File: src/rtl/life_rule_engine.sv
// Sequential Life rule evaluator: latches a cell and its rule masks on start,
// counts serially streamed neighbour bits, then presents the next cell state.
module life_rule_engine #(
  parameter int N_NEIGHBORS = 8,
  parameter int COUNT_W = $clog2(N_NEIGHBORS + 1),
  parameter logic [N_NEIGHBORS:0] BIRTH_DEFAULT = 9'b000001000,
  parameter logic [N_NEIGHBORS:0] SURVIVE_DEFAULT = 9'b000001100
) (
  input  logic                 clk,
  input  logic                 rst,
  input  logic                 start,
  input  logic                 cur_state,
  input  logic                 use_custom,
  input  logic [N_NEIGHBORS:0] birth_mask,
  input  logic [N_NEIGHBORS:0] survive_mask,
  input  logic                 nb_valid,
  input  logic                 nb_bit,
  output logic                 nb_ready,
  output logic                 busy,
  output logic                 out_valid,
  input  logic                 out_ready,
  output logic                 next_state,
  output logic [COUNT_W-1:0]   count
);

  localparam logic [1:0] IDLE  = 2'd0;
  localparam logic [1:0] ACCUM = 2'd1;
  localparam logic [1:0] DONE  = 2'd2;

  // Masks are widened to every value the count can encode so the lookup
  // index can never fall outside the vector.
  localparam int MASK_W = 1 << COUNT_W;
  localparam logic [COUNT_W-1:0] LAST_IDX = COUNT_W'(N_NEIGHBORS - 1);

  logic [1:0]           state_q, state_d;
  logic                 cur_q, cur_d;
  logic [N_NEIGHBORS:0] birth_q, birth_d;
  logic [N_NEIGHBORS:0] survive_q, survive_d;
  logic [COUNT_W-1:0]   acc_q, acc_d;
  logic [COUNT_W-1:0]   idx_q, idx_d;
  logic                 next_state_q, next_state_d;
  logic [COUNT_W-1:0]   count_q, count_d;

  logic [COUNT_W-1:0]   total;
  logic [MASK_W-1:0]    birth_ext;
  logic [MASK_W-1:0]    survive_ext;

  always_comb begin
    total       = acc_q + COUNT_W'(nb_bit);
    birth_ext   = MASK_W'(birth_q);
    survive_ext = MASK_W'(survive_q);

    state_d      = state_q;
    cur_d        = cur_q;
    birth_d      = birth_q;
    survive_d    = survive_q;
    acc_d        = acc_q;
    idx_d        = idx_q;
    next_state_d = next_state_q;
    count_d      = count_q;

    case (state_q)
      IDLE: begin
        if (start) begin
          cur_d     = cur_state;
          birth_d   = use_custom ? birth_mask : BIRTH_DEFAULT;
          survive_d = use_custom ? survive_mask : SURVIVE_DEFAULT;
          acc_d     = '0;
          idx_d     = '0;
          state_d   = ACCUM;
        end
      end
      ACCUM: begin
        if (nb_valid) begin
          if (idx_q == LAST_IDX) begin
            next_state_d = cur_q ? survive_ext[total] : birth_ext[total];
            count_d      = total;
            state_d      = DONE;
          end else begin
            acc_d = total;
            idx_d = idx_q + COUNT_W'(1);
          end
        end
      end
      DONE: begin
        if (out_ready) begin
          state_d = IDLE;
        end
      end
      default: state_d = IDLE;
    endcase
  end

  always_ff @(posedge clk) begin
    if (!rst) begin
      state_q      <= IDLE;
      cur_q        <= 1'b0;
      birth_q      <= '0;
      survive_q    <= '0;
      acc_q        <= '0;
      idx_q        <= '0;
      next_state_q <= 1'b0;
      count_q      <= '0;
    end else begin
      state_q      <= state_d;
      cur_q        <= cur_d;
      birth_q      <= birth_d;
      survive_q    <= survive_d;
      acc_q        <= acc_d;
      idx_q        <= idx_d;
      next_state_q <= next_state_d;
      count_q      <= count_d;
    end
  end

  assign nb_ready   = (state_q == ACCUM);
  assign busy       = (state_q != IDLE);
  assign out_valid  = (state_q == DONE);
  assign next_state = next_state_q;
  assign count      = count_q;

endmodule

File: config.mk
export PLATFORM = sky130hd
export DESIGN_NAME = life_rule_engine
export DESIGN_NICKNAME = d
export VERILOG_FILES = /design/src/rtl/life_rule_engine.sv
export SDC_FILE = /design/constraint.sdc
export NUM_CORES = 1
export LEC_CHECK = 0
export ABC_AREA = 1
export BUFFER_PORTS_ARGS = -buffer_cell sky130_fd_sc_hd__clkbuf_2
export CAP_MARGIN = 15
export CORE_MARGIN = 1.5
export CORE_UTILIZATION = 50
export CTS_CLUSTER_SIZE = 16
export DETAILED_ROUTE_END_ITERATION = 10
export PLACE_DENSITY = 0.84
export SYNTH_ARGS = -nofsm -noshare
export SYNTH_HDL_FRONTEND = slang
export SYNTH_SLANG_ARGS = --single-unit
File: constraint.sdc
create_clock -name clk -period 3.6 [get_ports clk]
set_input_delay 0.72 -clock clk [delete_from_list [all_inputs] [get_ports clk]]
set_output_delay 0.72 -clock clk [all_outputs]
set_load 0.05 [all_outputs]
-- Yosys cells after proc, flatten, opt, wreduce, memory -nomap -nowiden
Index checks and enable logic that the tools add are counted.
- register bits after elaboration: 34
- input bits: 26
- output and inout port bits: 8
- logic and storage cells: 45
- add/sub/neg operators: 2
- order comparisons: 1
- equality and inequality tests: 8
- muxes and demuxes: 19
- reduce and logical (&&, ||, !) cells: 7
- operators with widths (kind ; number):
    2-to-1 mux 4 bit ; 5
    2-to-1 mux 9 bit ; 2
    one-hot mux 4 bit (2 select lines) ; 2
    binary-select mux 1 bit (select 4 bit) ; 2
    2-to-1 mux 2 bit ; 4
    AND reduction 4 bit ; 2
    inequality test 2 bit (second input constant) ; 3
    one-hot mux 2 bit (3 select lines) ; 1
    less-than comparator 4 x 5 -> 1 bit (second input constant) ; 1
    adder 4 x 1 -> 4 bit ; 1
    adder 4 x 1 -> 4 bit (second input constant) ; 1
    == test 4 x 3 -> 1 bit (second input constant) ; 1
    inequality test 2 x 1 -> 1 bit (second input constant) ; 2
    nonzero test 2 bit ; 2
    2-to-1 mux 1 bit ; 3
    AND reduction 3 bit ; 1
    == test 2 x 1 -> 1 bit (second input constant) ; 1
    == test 2 bit (second input constant) ; 1
    zero test 2 bit ; 1
    AND reduction 2 bit ; 1

-- Depth between registers and ports, before layout
Gate-level depths: netlist of the first run.
- word-level depth: 4
- depth in mapped cells: 10
- mapped depth without buffers: 10

-- Worst setup path before layout of the first run
Ideal clock, no wire load.
- path type: input-to-reg
- start: in nb_bit
- end: reg next_state_q (netlist: next_state)
- library setup time: 118 ps
- arrival time: 1813 ps
- data required time: 3482 ps
- slack: 1670 ps
- cell stages on the path: 10
- path buffers: 0
- cells stage by stage: ha_1 > ha_1 > inv_1 > nand3_1 > nand2_1 > nand2_1 > nand3_1 > nand2_1 > nand2_1 > a21oi_1
- cells in the longest elaborated chain, start to end: 4
- elaborated cells on any way between the ends: 6
- those cells by class: 1 x add/sub; 5 x mux
- ends and longest elaborated chain (item ; RTL line ; source):
    start: declaration ; 17 ; input logic nb_bit,
    adder 4 x 1 -> 4 bit * ; 49 ; total = acc_q + COUNT_W'(nb_bit);
    net total[1] ; 44 ; logic [COUNT_W-1:0] total;
    binary-select mux 1 bit (select 4 bit) ; 76 ; next_state_d = cur_q ? survive_ext[total] : birth_ext[total];
    2-to-1 mux 1 bit (not written as such) ; 76 ;
    2-to-1 mux 1 bit * ; 76 ;
    end signal: assignment ; 111 ; next_state_q <= next_state_d;
    end: declaration ; 41 ; logic next_state_q, next_state_d;
The timed path passes the listed nets; every way through them passes the cells marked *. The select of a mux whose other input is x is not followed.
A chain may end at the register's enable or synchronous reset.

-- Worst setup path after layout of the first run
- start: reg state_q[1]
- end: out out_valid
- cells in the longest elaborated chain, start to end: 1
- ends and longest elaborated chain (item ; RTL line ; source):
    start: declaration ; 35 ; logic [1:0] state_q, state_d;
    start signal: assignment ; 105 ; state_q <= state_d;
    == test 2 bit ; 118 ; assign out_valid = (state_q == DONE);
    end: declaration ; 20 ; output logic out_valid,
Every way passes these cells.

==> flow_summary.ini, run 1 <==
[run_status]
status = complete, no violations

[worst_hold_path]
holdPathStages = 2
hp-start = acc_q[0]
worstHoldPathType = flip-flop to flip-flop
holdPathEnd = acc_q[0]

[grt]
grt_remaining_overflow = 0
grt_pass1_wl_um = 5400
grt_use_met3_pct = 3.84
busiest_layer = met2
grt_pass1_vias = 1358
grt_util_all_layers_pct = 19.6
use_met2_pct = 34.6
grt_max_degree = 19
antenna_found_initial = 0
grt_util_met1_pct = 23.3

[clock_network]
hold_buffers = 0
post_cts_buffers = 0
clock-sinks = 34
cts_tree = built
cts_buffers = 5
ctsResizeCount = 0
cts-root-buf = clkbuf_4
cts-htree-levels = 2
clkLatencyLatePin_ps = 310
cts_buffer_depth = 2
clk_pin_slew_ps = 100

[detailed_routing]
routedWlPerCell_um = 10.5
vias_per_cell = 4.99
drt.antenna.violating_nets = 0
drc = 0
dr_total_vias = 1492
drtIter0Drc = 80
first_pass_iters = 4
routed_wl_um = 3130

[floorplan]
initial_core_util_pct = 53.1
design.core.area_sq_um = 3100
ios = 34
die_x_um = 60.4
dieHeight_um = 60.4
fp-row-count = 20
die_area_sq_um = 3650

[worst_setup_path]
path_cells = inv_2 > nor2_1 > clkbuf_2
required_ps = 2880
cpMaxStageDelayCell = dfxtp_1
crit_cells = 3
crit_buf_inv = 2
cp.arrival_ps = 1270
critical-path-top-delay-family = flip-flops
reg2reg_to = next_state
cp_max_fo = 4
end_kind = output port
reg2regPathDepth = 9
path_class = flip-flop to output port
cp-start-kind = flip-flop
rrSetupSlack_ps = 1860
cp_slowest_stage_delay_ps = 430
r2r-start = acc_q[0]

[sta]
drv_slew = 0
max_freq_mhz = 503
worst_slew_pin_slew_ps = 448
period_needed_ps = 1990
fin_setup_tns_ps = 0
setup_viol = 0
rsz0062_at_grt = no
relSlewSlack_pct = 70.1
fin_crit_sh_pct = 55.3
final-hold-violation-count = 0
clock_skew_ps = 7.44

[synth]
yosysWarnings = 0
ys_seq_area_share_pct = 41.3
synth.distinct_cells = 34
mappedNetlistArea_sq_um = 1650
syn_avg_cell_area_sq_um = 7.46
synthCells = 221
syn_nets = 250
yosys_register_bits = 34

[finish]
antenna_cells = 0
syn_to_final_growth_pct = 14.0
fillers = 299
layout-drive-gt1-share_pct = 23.1
fin_nets = 284

[power_and_ir_drop]
power_density_nw_per_um2 = 366
fin_total_pwr_w = 0.000687
irDropWorstVdd_mv = 0.262
leakagePower_nw = 0.864

[run]
maxCapViolations = 0

[placed_design]
gp_congestion = 0.809
dp_hpwl_um = 2500
port_buffers = 33
power by group:
part / switching (W) / internal, W
clock network: 0.000110 / 0.0000736
logic: 0.0000692 / 0.0000367
registers: 0.00000798 / 0.000390
cell type report:
cell class                      count  area (sq um)  area share, %
Multi-Input combinational cell    142           786           41.8
Sequential cell                    34           681           36.2
Timing Repair Buffer               33           165           8.79
Inverter                           39           148           7.86
Tap cell                           44          55.1           2.93
Clock buffer                        7          45.0           2.40
layout by cell type, fill, tap and decap left out, drive strengths merged:
master,synthesis,routed
dfxtp,34,34
a22oi,1,1
nor2,14,14
a41oi,1,1
a21oi,14,14
nand2,46,46
nor3,4,4
clkinv,2,2
o21ai,16,16
xor2,1,1
ha,3,3
a211oi,2,2
clkbuf,2,40
nand3,32,32
nor3b,1,1
nand4,2,2
o22ai,5,5
inv,37,37
layer usage:
| metal | share of wire [%] | vias up | routed length, um |
|---|---|---|---|
| met4 | 0.86 | 0 | 27 |
| met3 | 3.2 | 2 | 99 |
| met5 | 0 | - | 0 |
| met2 | 50 | 27 | 1560 |
| li1 | - | 786 | - |
| met1 | 46 | 677 | 1450 |
cell usage after synthesis, drive strengths merged:
library cell | n | share of area [%]
o22ai | 5 | 1.9
nor3 | 4 | 1.5
xor2 | 1 | 0.53
nor3b | 1 | 0.76
a41oi | 1 | 0.53
inv | 37 | 8.4
a22oi | 1 | 0.46
a21oi | 14 | 4.5
nand3 | 32 | 11
a211oi | 2 | 0.91
o21ai | 16 | 5.1
nor2 | 14 | 5.8
nand4 | 2 | 1.7
ha | 3 | 2.3
clkbuf | 2 | 0.53
nand2 | 46 | 11
dfxtp | 34 | 41
buf | 4 | 1.6
clkinv | 2 | 0.53
per-stage QoR:
step | setup slack (ps) | utilization, % | instances | cell area (sq um) | hold slack (ps)
floorplan | 1670 | - | 221 | 1650 | 438
finish | 1610 | 60.6 | 299 | 1880 | 471
global placement | 1430 | 59.1 | 292 | 1830 | 452
CTS | 1600 | 60.6 | 299 | 1880 | 473
detailed placement | 1380 | 59.1 | 292 | 1830 | 462
global route | 1490 | 60.6 | 299 | 1880 | 491
worst reg2reg max path, cell delays in order, from the launching register on:
cell,delay (ps)
dfxtp_1,320
ha_1,470
clkinv_1,310
nand2_1,130
nand3_1,70
nand3_1,90
nand3_1,60
nand2_1,70
nand2_1,50
a21oi_1,110
how the worst max path moves through the flow:
stage / startpoint / end / slack, ps
6_report: state_q[1] / out_valid / 1610
3_3_place_gp: nb_bit / next_state / 1430
2_1_floorplan: nb_bit / next_state / 1670
3_5_place_dp: nb_bit / next_state / 1380
5_1_grt: nb_bit / next_state / 1490
4_1_cts: state_q[1] / out_valid / 1600
state kept, by name, indices dropped and copies added, names as in the netlist:
name / count
birth_q: 9
survive_q: 9
acc_q: 4
count: 4
idx_q: 4
state_q: 2
cur_q: 1
next_state: 1
cells by family (layout without fill, tap and decap cells):
family | Yosys count | after routing | synth area share [%]
AOI/OAI and AO/OA | 39 | 39 | 13.4
xor gates and xnor gates | 1 | 1 | 0.531
adders and majority gates | 3 | 3 | 2.28
buffers and inverters | 45 | 79 | 11.1
DFF | 34 | 34 | 41.3
and+or+nand+nor | 99 | 99 | 31.5
Power figures use the tool's default switching activity.
==> run 2: changes to the inputs <==
CORE_UTILIZATION = 48   (was 50)
clock period = 1.7 ns   (was 3.6 ns; I/O delays follow)
==> run 2 against run 1 <==
Hold slack worse by 260 ps. Sequential power up 110%. First-iteration DRC count up 3.8%. Routed wire length up 4.2%. Clock power rose to 3.1 times the previous value. Critical endpoint unchanged. Largest cell class unchanged.
==> flow_summary.ini, run 2 (same netlist as run 1, synthesis figures left out) <==
[clock_network]
clk_pin_slew_ps = 100
clkLatencyLatePin_ps = 340
cts-root-buf = clkbuf_4
cts_tree = built
post_cts_buffers = 0
cts_buffers = 5
clock-sinks = 34
cts-htree-levels = 2
cts_buffer_depth = 2

[finish]
fillers = 324
layoutNonFillerInstCount = 306
layout-drive-gt1-share_pct = 26.5
antenna_cells = 0
reg.largest.list = birth_q: 9 flops, survive_q: 9 flops
final_cell_mix = 43 x nand2_1, 34 x dfxtp_1, 32 x inv_1, 32 x clkbuf_2, 30 x nand3_1
fin_nets = 288
syn_to_final_growth_pct = 18.9
layout_commonest_cell = nand2_1

[run_status]
status = complete, no violations

[worst_setup_path]
cp_max_fo = 4
cp.arrival_ps = 1270
required_ps = 1360
end_kind = output port
cp-start-kind = flip-flop
path_class = flip-flop to output port

[detailed_routing]
drc = 0
first_pass_iters = 4
routedWlPerCell_um = 10.7
drt.antenna.violating_nets = 0
dr_total_vias = 1490
drtIter0Drc = 83
vias_per_cell = 4.87
routed_wl_um = 3260

[placed_design]
dp_hpwl_um = 2480
port_buffers = 33
dp_cells = 298
gp_congestion = 0.877

[sta]
final-hold-violation-count = 0
setup_viol = 0
max_freq_mhz = 621
fin_crit_sh_pct = 94.7
clock_skew_ps = 6.48
relSlewSlack_pct = 70.9
drv_slew = 0
period_needed_ps = 1610
worst_slew_pin_slew_ps = 435
rsz0062_at_grt = no

[grt]
grt_max_degree = 19
grt_util_all_layers_pct = 18.8
grt_remaining_overflow = 0
antenna_found_initial = 0
grt_pass1_wl_um = 5120
grt_pass1_vias = 1217

[worst_hold_path]
worstHoldPathType = input port to flip-flop

[floorplan]
fp-row-count = 21
die_area_sq_um = 3800
dieHeight_um = 61.6
initial_core_util_pct = 49.8
ios = 34
die_x_um = 61.6
design.core.area_sq_um = 3310

[power_and_ir_drop]
leakagePower_nw = 0.900
power_density_nw_per_um2 = 842
irDropWorstVdd_mv = 0.580
fin_total_pwr_w = 0.00165

[run]
maxCapViolations = 0
run 2: worst paths after layout:
kind	from	end	slack (ps)	cells after the start
worst max-delay path	state_q[1]	out_valid	90	3
worst min register to register	survive_q[3]	survive_q[3]	470	2
worst max register to register	acc_q[0]	next_state	190	9
worst min-delay path	birth_mask[7]	birth_q[7]	210	3
run 2: repair_timing:
item / 4_1_cts / 5_1_grt
gates resized for setup: 0 / 4
hold buffers: 0 / 0
setup endpoints to repair: 0 / 2
run 2: critical path, stage by stage (launching register included):
cell and delay, ps:
dfxtp_1 440, inv_2 100, nor2_1 120, buf_2 280
run 2: routing by layer:
layer	part of all wire, %	wire (um)	GRT usage (%)	vias up
met5	0	0	0	-
met1	45	1490	22.1	648
met2	48	1570	31.0	37
met4	1.3	44	6.99	0
met3	5.0	164	7.14	5
li1	-	-	-	800
run 2: final cells by class:
cell class                 count  area (sq um)  area share [%]
inverter                      39           151            7.72
multi-input combinational    142           798            40.7
sequential                    34           681            34.7
clock inverter                 3          40.0            2.04
timing repair buffer          37           195            9.96
tap                           46          57.6            2.94
clock buffer                   5          37.5            1.91
run 2: where the power goes:
part / switching (W) / leakage, nW / internal (W) / total [W]
Clock: 0.000270 / 0.0450 / 0.000304 / 0.000574
Combinational: 0.000152 / 0.578 / 0.0000847 / 0.000236
Sequential: 0.0000154 / 0.277 / 0.000826 / 0.000841
run 2: metrics by stage:
| step | util, % | hold WS [ps] | TNS [ps] | worst slack, ps | instance area (sq um) |
|---|---|---|---|---|---|
| global placement | 56.4 | 451 | 0 | 39.5 | 1870 |
| finish | 59.2 | 207 | 0 | 90.0 | 1960 |
| floorplan | - | 438 | 0 | 150 | 1650 |
| CTS | 58.7 | 192 | 0 | 58.8 | 1940 |
| global route | 59.2 | 191 | 0 | 0.996 | 1960 |
| detailed placement | 56.4 | 456 | -4.93 | -4.93 | 1870 |
